**src/rtl/dmem_arbiter.sv**
```systemverilog
// Data-memory port arbiter between the CPU load/store path and the VGA texture fetcher.
// The CPU has priority, and a saturating starvation counter bounds how long the VGA waits.
module dmem_arbiter #(
  parameter int AW         = 32,
  parameter int DW         = 32,
  parameter int STARVE_MAX = 8
) (
  input  logic          clk,
  input  logic          reset,
  input  logic          cpu_req,
  input  logic          cpu_we,
  input  logic [AW-1:0] cpu_addr,
  input  logic [DW-1:0] cpu_wdata,
  output logic          cpu_gnt,
  output logic          cpu_rvalid,
  output logic [DW-1:0] cpu_rdata,
  input  logic          vga_req,
  input  logic [AW-1:0] vga_addr,
  output logic          vga_gnt,
  output logic          vga_rvalid,
  output logic [DW-1:0] vga_rdata,
  output logic          mem_en,
  output logic          mem_we,
  output logic [AW-1:0] mem_addr,
  output logic [DW-1:0] mem_wdata,
  input  logic [DW-1:0] mem_rdata
);

  localparam logic [7:0] STARVE_LIM = 8'(STARVE_MAX);

  logic [7:0] starve_q, starve_d;
  logic       rd_v_q, rd_v_d;
  logic       rd_owner_q, rd_owner_d;
  logic       force_vga;

  // Grants are gated by reset so that nothing reaches memory while reset is held.
  always_comb begin
    force_vga = vga_req && (starve_q == STARVE_LIM);
    vga_gnt   = reset && vga_req && (!cpu_req || force_vga);
    cpu_gnt   = reset && cpu_req && !vga_gnt;
    mem_en    = cpu_gnt | vga_gnt;
    mem_we    = cpu_gnt & cpu_we;
    mem_addr  = '0;
    mem_wdata = '0;
    if (cpu_gnt) begin
      mem_addr  = cpu_addr;
      mem_wdata = cpu_wdata;
    end else if (vga_gnt) begin
      mem_addr  = vga_addr;
    end
  end

  always_comb begin
    starve_d = starve_q;
    if (!vga_req || vga_gnt) begin
      starve_d = 8'd0;
    end else if (cpu_gnt && (starve_q != STARVE_LIM)) begin
      starve_d = starve_q + 8'd1;
    end
    rd_v_d     = mem_en & ~mem_we;
    rd_owner_d = vga_gnt;
  end

  always_ff @(posedge clk or negedge reset) begin
    if (!reset) begin
      starve_q   <= 8'd0;
      rd_v_q     <= 1'b0;
      rd_owner_q <= 1'b0;
    end else begin
      starve_q   <= starve_d;
      rd_v_q     <= rd_v_d;
      rd_owner_q <= rd_owner_d;
    end
  end

  // Return data is steered by the owner tag captured on the grant edge.
  always_comb begin
    cpu_rvalid = rd_v_q & ~rd_owner_q;
    vga_rvalid = rd_v_q &  rd_owner_q;
    cpu_rdata  = cpu_rvalid ? mem_rdata : '0;
    vga_rdata  = vga_rvalid ? mem_rdata : '0;
  end

endmodule

```
**config.mk**
```make
export PLATFORM = sky130hd
export DESIGN_NAME = dmem_arbiter
export DESIGN_NICKNAME = d
export VERILOG_FILES = /design/src/rtl/dmem_arbiter.sv
export SDC_FILE = /design/constraint.sdc
export NUM_CORES = 1
export LEC_CHECK = 0
export CORE_AREA = 3 3 103 105
export CTS_CLUSTER_DIAMETER = 150
export DETAILED_ROUTE_END_ITERATION = 12
export DIE_AREA = 0 0 106 108
export DONT_BUFFER_PORTS = 1
export PLACE_DENSITY = 0.3
export SLEW_MARGIN = 5
export SYNTH_ARGS = -nofsm -noshare
export SYNTH_HDL_FRONTEND = slang
export SYNTH_SLANG_ARGS = --single-unit
```
**constraint.sdc**
```tcl
create_clock -name clk -period 2.14 [get_ports clk]
set_input_delay 0.321 -clock clk [delete_from_list [all_inputs] [get_ports clk]]
set_output_delay 0.321 -clock clk [all_outputs]
set_load 0.05 [all_outputs]
```
## Word-level counts from Yosys, hierarchy flattened

Index checks and enable logic that the tools add are counted.

- $add $sub $neg: 1
- Equality and inequality tests: 2
- Muxes and demuxes: 7
- Bitwise logic cells: 7
- Reductions and logical operators: 12

Operator list:

| operator | number |
|---|---|
| $mux 32 | 5 |
| $mux 8 | 2 |
| $add 8x1->8 const B | 1 |
| $eq 8x4->1 const B | 1 |
| $ne 8x4->1 const B | 1 |
| $logic_and 1x1->1 | 6 |
| $and 1x1->1 | 4 |
| $logic_not 1->1 | 3 |
| $logic_or 1x1->1 | 2 |
| $not 1->1 | 2 |
| $reduce_bool 2->1 | 1 |
| $or 1x1->1 | 1 |

- Register bits after elaboration: 10
- Output and inout bits: 134
- Word-level logic and storage cells: 32

## Logic depth before layout (Yosys ltp)

- Depth in word-level cells: 9
- Mapped depth: 7

## Least setup slack after synthesis

OpenSTA, ideal clock, no wires.

- Path type: reg-to-output
- Start point: reg starve_q[0]
- End point: out mem_addr[10]
- Arrival: 2.861 ns
- Setup slack: -1.042 ns
- Stages on the path, launching flop included: 8
- Buffers on the path: 2
- Cell sequence: dfrtp_1 -> inv_1 -> ha_1 -> or4b_4 -> o21a_1 -> buf_2 -> buf_4 -> o32ai_1

- Longest elaborated chain between the ends: 7
- Elaborated cells on any way between the ends: 8
- Classes of those cells: eq/ne (1); mux (2); reduce/logical (5)

RTL lines:

| element | line | RTL |
|---|---|---|
| from (decl) | 31 | `logic [7:0] starve_q, starve_d;` |
| from (signal assigned) | 70 | `starve_q <= starve_d;` |
| $eq 8x4->1 (*) | 38 | `force_vga = vga_req && (starve_q == STARVE_LIM);` |
| $logic_and 1x1->1 (*) | 38 |  |
| $logic_or 1x1->1 (*) | 39 | `vga_gnt = reset && vga_req && (!cpu_req \|\| force_vga);` |
| $logic_and 1x1->1 (*) | 39 |  |
| $logic_not 1->1 | 40 | `cpu_gnt = reset && cpu_req && !vga_gnt;` |
| $logic_and 1x1->1 | 40 |  |
| $mux 32 (*) | 45 | `if (cpu_gnt) begin` |
| to (decl) | 24 | `output logic [AW-1:0] mem_addr,` |

Mark *: on every way between the ends. The rest lies on a longest branch, timed or not.

## Final worst setup path

- Start point: reg starve_q[0]
- End point: out mem_addr[18]

The elaborated chain is that of the path after synthesis.

==> flow_summary_export.csv <==
group,metric,value,unit
run_status,outcome,"complete, but fails checks",
run_status,violations,"setup timing",
timing,finalSetupTns,-23.45,ns
synth,ys.warnings.count,0,
timing,setup_slack,-0.3994,ns
floorplan,die-width,106,um
cts,insertion_delay,0.24,ns
synth,synth_xor_area_frac,0.01431,
cells_and_area,synthToLayoutAreaGrowth,138.7,%
cts,numCtsBuffers,3,
detailed_routing,routed_wl,9626,um
grt,grt_pass1_wl,13490,um
timing,relSlewSlack,0.6370,
synth,synth_mux_area_frac,0,
placed_design,portBuffers,0,
grt,grt_max_degree,35,
timing,fmax,393.8,MHz
synth,synth_area,0.001837,mm2
timing,rsz0062_at_grt,"yes",
timing,fin_hold_ws,0.1670,ns
grt,antenna_found_initial,0,
cells_and_area,layoutNonFillerInstCount,491,
pwr,power_density,346.7,mW/mm2
detailed_routing,avgRoutedWirePerCell,19.60,um
synth,synthAdderAreaFrac,0.01362,
critical_path,criticalPathCategory,"register to output pin",
placed_design,dp_hpwl,8323,um
pwr,ir_drop,0.2229,mV
cells_and_area,nNetsFinal,494,
cts,clock_sinks,10,
detailed_routing,met1Wirelength,3264,um
pwr,p_leak,0.001945,uW
synth,synthDistinctLibCells,32,
cts,clk_pin_slew,0.05,ns
detailed_routing,dr.max_layer_used,"met4",
run,max-cap-violations,0,
synth,synth_nets,410,
timing,slew_viol_final,0,
detailed_routing,drc,0,
floorplan,die_area,0.01145,mm2
cts,cts_root_buf,"clkbuf_8",
critical_path,critPathCaptureType,"output pin",
cts,cts_buffer_depth,2,
synth,syn_inst,275,
min_path,hp-class,"input pin to register",
synth,synth-seq-cells,10,
synth,synth_top_family_by_area,"simple AND/OR/NAND/NOR gates",
floorplan,rows,36,
floorplan,initial_core_util,0.1888,
timing,tightest_slew,0.5464,ns
placed_design,dp_slack,-0.2119,ns
detailed_routing,vias,2312,
critical_path,cp_data_required_time,1.82,ns
synth,syn_area_per_cell,6.679,um2
timing,hold_viol,0,
pwr,total_power,1520,uW
cts,tritoncts,"yes",
timing,fin_worst_skew,0.001894,ns
synth,synthSimpleGateAreaFrac,0.3978,
timing,setup_viol,67,
floorplan,die_h,108,um
detailed_routing,wl_met2,5269,um
detailed_routing,ant_nets,0,
critical_path,startpoint_type,"register",
timing,min_period,2.539,ns
detailed_routing,dr_wl_met3,844,um
placed_design,gp_congestion,0.7114,
floorplan,coreArea,0.009729,mm2
grt,first_global_vias,2254,
cells_and_area,drive_above_1_share,0.5028,
grt,grt_overflow,0,
cts,h-tree-depth,1,
critical_path,cp.arrival,2.22,ns
placed_design,dp.cells,484,
grt,track_usage,0.1496,
timing,period_share,1.187,
synth,seq_area_frac_synth,0.1362,
synth,synth_compound_area_frac,0.2350,
detailed_routing,vias_per_cell,4.709,
cells_and_area,n_antenna_cell,0,
detailed_routing,drt_iter0_markers,67,
critical_path,cp_max_fo,14,
detailed_routing,first_pass_iters,4,
floorplan,io_pins,267,
==> cell usage in the layout (no fill, tap or decap), types with 2 or more instances in the layout <==
| cell type | n |
|---|---|
| nand4_1 | 3 |
| clkbuf_8 | 4 |
| o2111ai_1 | 2 |
| xor2_1 | 3 |
| a221oi_1 | 3 |
| dfrtp_1 | 10 |
| and3_1 | 32 |
| ha_1 | 2 |
| nand2b_1 | 2 |
| nand2_1 | 3 |
| a21oi_1 | 2 |
| a211oi_1 | 3 |
| and2_4 | 33 |
| o31ai_1 | 3 |
| nand3_1 | 2 |
| o32ai_4 | 32 |
| buf_12 | 74 |
| buf_4 | 25 |
| or4_1 | 3 |
| and2_1 | 33 |
| inv_1 | 66 |
| buf_6 | 2 |
==> logic make-up (layout without fill, tap and decap cells) <==
group	Yosys count	after routing
AND/OR/NAND/NOR	117	117
XOR/XNOR	3	3
flip-flops	10	10
adder cells (fa/ha/maj)	2	2
AO/OA/AOI/OAI	50	50
buffers and inverters	93	176
==> flip-flops by register name, indices dropped and copies added, names as in the netlist <==
name and cells:
starve_q 8, rd_owner_q 1, rd_v_q 1
==> area by class of cell <==
| type | count | area [um2] |
|---|---|---|
| inverters | 69 | 261.5 |
| clock buffers | 4 | 55.05 |
| repair buffers | 103 | 1729 |
| fillers | 935 | 5345 |
| multi-input cells | 172 | 1922 |
| flip-flops and latches | 10 | 250.2 |
| well taps | 133 | 166.4 |
==> cell usage after synthesis <==
cell type  count  share of area
or3b_2         1         0.0048
nand4_1        3          0.010
buf_4          2         0.0082
buf_6          1         0.0061
clkinv_1       1         0.0020
nand3_1        2         0.0054
and3_1        32           0.11
or4_1          3          0.012
o2111ai_1      2         0.0095
or4b_4         1         0.0075
o31ai_1        3          0.012
nand2_1        4         0.0082
clkbuf_1      13          0.027
a21oi_1        2         0.0054
xor2_1         3          0.014
a211oi_1       3          0.012
nand2b_1       2         0.0068
buf_2          7          0.019
o21ai_0        1         0.0027
inv_1         67           0.14
a221oi_1       3          0.014
dfrtp_1       10           0.14
o32ai_1       32           0.15
o21a_1         2         0.0082
ha_1           2          0.014
buf_1          1         0.0020
o22ai_1        1         0.0034
nor2_1         1         0.0020
nor2b_1        2         0.0068
o311ai_4       1          0.014
inv_2          1         0.0020
and2_1        66           0.22
==> worst max-delay path: stages, from the launching register on <==
cell	delay, ns
dfrtp_1	0.38
inv_2	0.06
ha_1	0.12
or4b_4	0.49
o21a_4	0.25
buf_12	0.18
o32ai_4	0.30
buf_12	0.18
==> layer usage <==
metal,vias up,track usage
met3,12,0.04537
met2,127,0.2814
met4,0,0.04533
li1,1087,-
met5,-,0
met1,1086,0.1609
==> through the flow <==
step | util | instance area, um2
5_1_grt | 0.4506 | 4384
2_1_floorplan | - | 2592
6_report | 0.4506 | 4384
4_1_cts | 0.4498 | 4377
3_3_place_gp | 0.4401 | 4282
3_5_place_dp | 0.4401 | 4282
==> worst paths after layout <==
| check | start | to | slack [ns] | cells past startpoint |
|---|---|---|---|---|
| min in group asynchronous | reset | starve_q[2]$_DFFE_PN0P_ | 0.49 | 1 |
| worst min register to register | starve_q[0]$_DFFE_PN0P_ | starve_q[0]$_DFFE_PN0P_ | 0.60 | 3 |
| worst min-delay path | cpu_we | rd_v_q$_DFF_PN0_ | 0.17 | 1 |
| worst max register to register | starve_q[0]$_DFFE_PN0P_ | rd_owner_q$_DFF_PN0_ | 0.25 | 8 |
| worst max-delay path | starve_q[0]$_DFFE_PN0P_ | mem_addr[18] | -0.40 | 7 |
| max in group asynchronous | reset | rd_v_q$_DFF_PN0_ | 1.30 | 1 |
==> timing repair <==
item / 4_1_cts / 5_1_grt
pin swaps: 3 / 2
hold buffers: 1 / 0
endpoints found under the setup margin: 67 / 67
hold endpoints to repair: 10 / 0
buffers inserted: 1 / 1
gates resized for setup: 6 / 0
==> report_power, final <==
group	internal, uW	leakage (uW)	switching, uW
logic	444	0.00178	635
clock network	162	0.0000288	81.8
registers	193	0.000138	4.53
total	799	0.00194	721
No activity file was read; power rests on OpenSTA's default activity.
